===== src/rtl/id_ex_stage.sv =====
// ID/EX pipeline register with EX-side operand forwarding and load-use hazard detection.
// Optional macro IDEX_FWD_EN enables the EX/MEM and MEM/WB forwarding network.
module id_ex_stage #(
  parameter int unsigned XLEN   = 32,
  parameter int unsigned RA_W   = 5,
  parameter int unsigned CTRL_W = 4
) (
  input  logic              clk,
  input  logic              rst,
  input  logic              stall,
  input  logic              flush,
  input  logic              id_valid,
  input  logic [CTRL_W-1:0] id_alu_ctrl,
  input  logic [XLEN-1:0]   id_rs_data,
  input  logic [XLEN-1:0]   id_rt_data,
  input  logic [RA_W-1:0]   id_rs_addr,
  input  logic [RA_W-1:0]   id_rt_addr,
  input  logic [RA_W-1:0]   id_rd_addr,
  input  logic [XLEN-1:0]   id_imm,
  input  logic [4:0]        id_shamt,
  input  logic              id_use_imm,
  input  logic              id_use_shamt,
  input  logic              id_reg_write,
  input  logic              id_mem_read,
  input  logic              id_mem_write,
  input  logic              exmem_reg_write,
  input  logic [RA_W-1:0]   exmem_rd_addr,
  input  logic [XLEN-1:0]   exmem_result,
  input  logic              memwb_reg_write,
  input  logic [RA_W-1:0]   memwb_rd_addr,
  input  logic [XLEN-1:0]   memwb_result,
  output logic              ex_valid,
  output logic [CTRL_W-1:0] alu_ctrl,
  output logic [XLEN-1:0]   selected_A,
  output logic [XLEN-1:0]   selected_B,
  output logic [XLEN-1:0]   ex_store_data,
  output logic [RA_W-1:0]   ex_rd_addr,
  output logic              ex_reg_write,
  output logic              ex_mem_read,
  output logic              ex_mem_write,
  output logic              load_use_hazard
);

  localparam int unsigned SHAMT_W = 5;

  logic [XLEN-1:0]    ex_rs_data;
  logic [XLEN-1:0]    ex_rt_data;
  logic [RA_W-1:0]    ex_rs_addr;
  logic [RA_W-1:0]    ex_rt_addr;
  logic [XLEN-1:0]    ex_imm;
  logic [SHAMT_W-1:0] ex_shamt;
  logic               ex_use_imm;
  logic               ex_use_shamt;
  logic [XLEN-1:0]    fwd_rs;
  logic [XLEN-1:0]    fwd_rt;

  // True when a writing stage targets a nonzero register equal to s.
  function automatic logic reg_hit(input logic we, input logic [RA_W-1:0] rd,
                                   input logic [RA_W-1:0] s);
    return we && (rd != '0) && (rd == s);
  endfunction

  // Stage register: an invalid ID slot is captured as a bubble, like flush.
  always_ff @(posedge clk) begin
    if (rst || flush || (!stall && !id_valid)) begin
      ex_valid     <= 1'b0;
      alu_ctrl     <= '0;
      ex_rs_data   <= '0;
      ex_rt_data   <= '0;
      ex_rs_addr   <= '0;
      ex_rt_addr   <= '0;
      ex_rd_addr   <= '0;
      ex_imm       <= '0;
      ex_shamt     <= '0;
      ex_use_imm   <= 1'b0;
      ex_use_shamt <= 1'b0;
      ex_reg_write <= 1'b0;
      ex_mem_read  <= 1'b0;
      ex_mem_write <= 1'b0;
    end else if (!stall) begin
      ex_valid     <= 1'b1;
      alu_ctrl     <= id_alu_ctrl;
      ex_rs_data   <= id_rs_data;
      ex_rt_data   <= id_rt_data;
      ex_rs_addr   <= id_rs_addr;
      ex_rt_addr   <= id_rt_addr;
      ex_rd_addr   <= id_rd_addr;
      ex_imm       <= id_imm;
      ex_shamt     <= id_shamt;
      ex_use_imm   <= id_use_imm;
      ex_use_shamt <= id_use_shamt;
      ex_reg_write <= id_reg_write;
      ex_mem_read  <= id_mem_read;
      ex_mem_write <= id_mem_write;
    end
  end

`ifdef IDEX_FWD_EN
  // EX/MEM is the youngest producer, so it wins over MEM/WB.
  always_comb begin
    fwd_rs = ex_rs_data;
    fwd_rt = ex_rt_data;
    if (reg_hit(exmem_reg_write, exmem_rd_addr, ex_rs_addr)) begin
      fwd_rs = exmem_result;
    end else if (reg_hit(memwb_reg_write, memwb_rd_addr, ex_rs_addr)) begin
      fwd_rs = memwb_result;
    end
    if (reg_hit(exmem_reg_write, exmem_rd_addr, ex_rt_addr)) begin
      fwd_rt = exmem_result;
    end else if (reg_hit(memwb_reg_write, memwb_rd_addr, ex_rt_addr)) begin
      fwd_rt = memwb_result;
    end
  end

  assign load_use_hazard = ex_valid & ex_mem_read &
                           (reg_hit(1'b1, ex_rd_addr, id_rs_addr) |
                            reg_hit(1'b1, ex_rd_addr, id_rt_addr));
`else
  logic unused_fwd;
  assign unused_fwd = ^{exmem_result, memwb_reg_write, memwb_rd_addr, memwb_result,
                        ex_rs_addr, ex_rt_addr};

  assign fwd_rs = ex_rs_data;
  assign fwd_rt = ex_rt_data;

  // Without forwarding, any RAW dependency on EX or EX/MEM must stall ID.
  assign load_use_hazard =
      (ex_valid & ex_mem_read &
       (reg_hit(1'b1, ex_rd_addr, id_rs_addr) | reg_hit(1'b1, ex_rd_addr, id_rt_addr))) |
      (ex_valid &
       (reg_hit(ex_reg_write, ex_rd_addr, id_rs_addr) |
        reg_hit(ex_reg_write, ex_rd_addr, id_rt_addr))) |
      reg_hit(exmem_reg_write, exmem_rd_addr, id_rs_addr) |
      reg_hit(exmem_reg_write, exmem_rd_addr, id_rt_addr);
`endif

  // ALU shifts B by A, so the shift amount goes on A.
  assign selected_A    = ex_use_shamt ? XLEN'(ex_shamt) : fwd_rs;
  assign selected_B    = ex_use_imm ? ex_imm : fwd_rt;
  assign ex_store_data = fwd_rt;

endmodule


===== config.mk =====
export PLATFORM = sky130hd
export DESIGN_NAME = id_ex_stage
export DESIGN_NICKNAME = d
export VERILOG_FILES = /design/src/rtl/id_ex_stage.sv
export SDC_FILE = /design/constraint.sdc
export NUM_CORES = 1
export LEC_CHECK = 0
export CAP_MARGIN = 10
export CORE_AREA = 2 2 122 124
export CTS_CLUSTER_SIZE = 40
export DETAILED_ROUTE_END_ITERATION = 16
export DIE_AREA = 0 0 124 126
export PLACE_DENSITY = 0.77
export SKIP_CTS_REPAIR_TIMING = 1
export SKIP_LAST_GASP = 1
export SYNTH_ARGS = -nofsm -noshare
export SYNTH_HDL_FRONTEND = slang
export SYNTH_SLANG_ARGS = --single-unit

===== constraint.sdc =====
create_clock -name clk -period 2.3 [get_ports clk]
set_input_delay 0.46 -clock clk [delete_from_list [all_inputs] [get_ports clk]]
set_output_delay 0.46 -clock clk [all_outputs]
set_load 0.01 [all_outputs]

==> impl_metrics.csv <==
group,metric,value,unit
drt,first_pass_iters,5,
final_layout,syn_to_final_growth,69.2,%
worst_hold_path,min_path_cells,3,
clock_tree,cts_buffer_depth,2,
floorplanning,initial_core_util,34.7,%
synthesis,synth_cell_types,19,
synthesis,synth_nets,687,
clock_tree,clkTransAtPathRegs,0.05,ns
floorplanning,num_rows,44,
clock_tree,cts_tree,"done",
setup_path,start_kind,"input port",
synthesis,ys.flop_type,"dfxtp_1",
synthesis,synth-async-reset-ratio,0,%
setup_path,crit_type,"input port to output port",
synthesis,synth_seq_cells,116,
floorplanning,die-height,126,um
synthesis,synth_cells,481,
drt,drt-vias-per-instance,4.65,
timing,drv_slew,0,
timing,fin_skew,0,ns
synthesis,synth_area,4970,um^2
clock_tree,clock_latency,0.41,ns
synthesis,avgSynthCellArea,10.3,um^2
final_layout,stdcell_count,935,
placement,placed_cells,892,
synthesis,synth_area_leaders,"dfxtp_1 (47%), mux2i_1 (23%), nor2_1 (9.1%)",
synthesis,synth_edf_count,0,
setup_path,rr_worst_depth,3,
synthesis,yosys.area.top_type,"dfxtp_1",
setup_path,worstPathArrival,1.83,ns
timing,clock.fmax,436,MHz
power_and_ir_drop,p_leak,3.97,nW
global_routing,first_global_vias,4529,
timing,rsz0062_at_grt,"yes",
clock_tree,htree_levels,4,
floorplanning,coreArea,14300,um^2
worst_hold_path,holdCritPathClass,"input port to flop",
timing,final.min_clock_period,2.29,ns
worst_hold_path,min-delay-start,"stall",
placement,port_buffers,245,
floorplanning,dieArea,15600,um^2
final_layout,final_common_cell,"clkdlybuf4s50_1",
synthesis,ys_seq_area_share,46.7,%
final_layout,drive_gt1_share,12.5,%
setup_path,end_kind,"output port",
global_routing,grt_max_degree,53,
synthesis,synth_top_area_share,46.7,%
drt,drtAntennaViolNets,0,
drt,vias,4347,
timing,setup_violations,0,
drt,finalWirelength,14600,um
job,maxCapViolCount,0,
setup_path,critPathLaunch,"exmem_rd_addr[1]",
timing,relSlewSlack,59.1,%
global_routing,grt_pass1_wl,21700,um
clock_tree,cts_buffers,17,
final_layout,diodes,0,
timing,min_period_over_period,99.6,%
global_routing,antenna_found_initial,0,
global_routing,overflow,0,
power_and_ir_drop,power.density,651,nW/um^2
drt,drtIter0Drc,96,
global_routing,grtUsageTotal,18.0,%
final_layout,final_cell_mix,"clkdlybuf4s50_1 (219), nor2_1 (120), mux2i_1 (115)",
drt,wl_per_cell,15.6,um
clock_tree,cts.sinks,116,
run_status,status,"complete, no violations",
timing,tightest_slew,0.611,ns
power_and_ir_drop,peakVddDrop,0.000424,V
timing,final_hold_viol_count,0,
setup_path,critical_path_required,1.84,ns
placement,gp_congestion,0.764,
final_layout,nets,944,
setup_path,worstPathMaxFanout,2,
floorplanning,top_level_ports,316,
placement,hpwlAfterDp,10100,um
clock_tree,cts_root_buffer,"clkbuf_16",
drt,drc,0,
floorplanning,die_w,124,um
setup_path,r2r_start,"ex_use_shamt",
synthesis,ys_warn_count,0,
final_layout,post-route-util,58.7,%
-- layout make-up --
class | count | area [um^2]
Fill cell | 1229 | 5910
Clock buffer | 23 | 468
Sequential cell | 116 | 2330
Timing Repair Buffer | 270 | 2800
Clock inverter | 9 | 128
Tap cell | 184 | 230
Inverter | 1 | 3.75
Multi-Input combinational cell | 332 | 2450
-- where the power goes --
part / switching (mW) / leakage, nW / internal, mW
registers: 0.0359 / 0.944 / 2.07
logic: 0.267 / 2.74 / 0.451
clock network: 0.895 / 0.283 / 1.75
-- per-layer routing --
layer	routed length [um]	track usage (%)	part of all wire, %
met1	5660	18.5	39
met2	7320	31.5	50
met3	1340	7.79	9.2
met4	298	7.73	2.0
met5	0	0	0
-- cell usage after synthesis, types with 3 or more instances --
library cell / instances
mux2i_1: 115
dfxtp_1: 116
nor2b_1: 27
xor2_1: 20
buf_2: 19
nor2_1: 120
mux2_2: 37
clkbuf_1: 3
nor3_1: 4
buf_6: 4
buf_4: 6
-- sequential cells by signal (all words and copies together) (netlist names), 4 cells and up --
name,count
alu_ctrl,4
ex_imm,32
ex_rd_addr,5
ex_rs_data,32
ex_shamt,5
ex_store_data,32
-- worst max-delay path, cell delays in order --
cell             delay (ns)
clkdlybuf4s50_1        0.42
or4_1                  0.53
o21ai_1                0.15
o22ai_1                0.08
dlymetal6s2s_1         0.18
-- worst paths after layout --
path | end | slack [ns]
worst max-delay path | load_use_hazard | 0.009
worst min-delay path | ex_rs_data[24] | 0.45
worst max register to register | ex_use_shamt | 1.45
worst min register to register | ex_imm[15] | 0.49
-- per-stage QoR --
stage	setup WS [ns]	instance area, um^2	total power [mW]	setup TNS, ns	hold slack [ns]
after CTS	-0.344	8210	5.55	-2.57	0.423
after global routing	-0.0179	8410	5.71	-0.0179	0.435
final	0.00888	8410	5.47	0	0.448
after detailed placement	-0.336	7620	2.86	-0.336	0.483
after floorplan	0.624	4970	2.45	0	0.455
after global placement	-0.312	7620	2.84	-0.312	0.467
-- cell families (layout without fill, tap and decap cells) --
family / count (synthesis) / after routing / synth area share, %
AOI/OAI and AO/OA: 7 / 7 / 0.982
xor gates and xnor gates: 20 / 20 / 3.53
and+or+nand+nor: 153 / 153 / 13.2
muxes: 152 / 152 / 31.6
DFF: 116 / 116 / 46.7
buffers and inverters: 33 / 303 / 4.03
(Power assumes the default switching activity.)
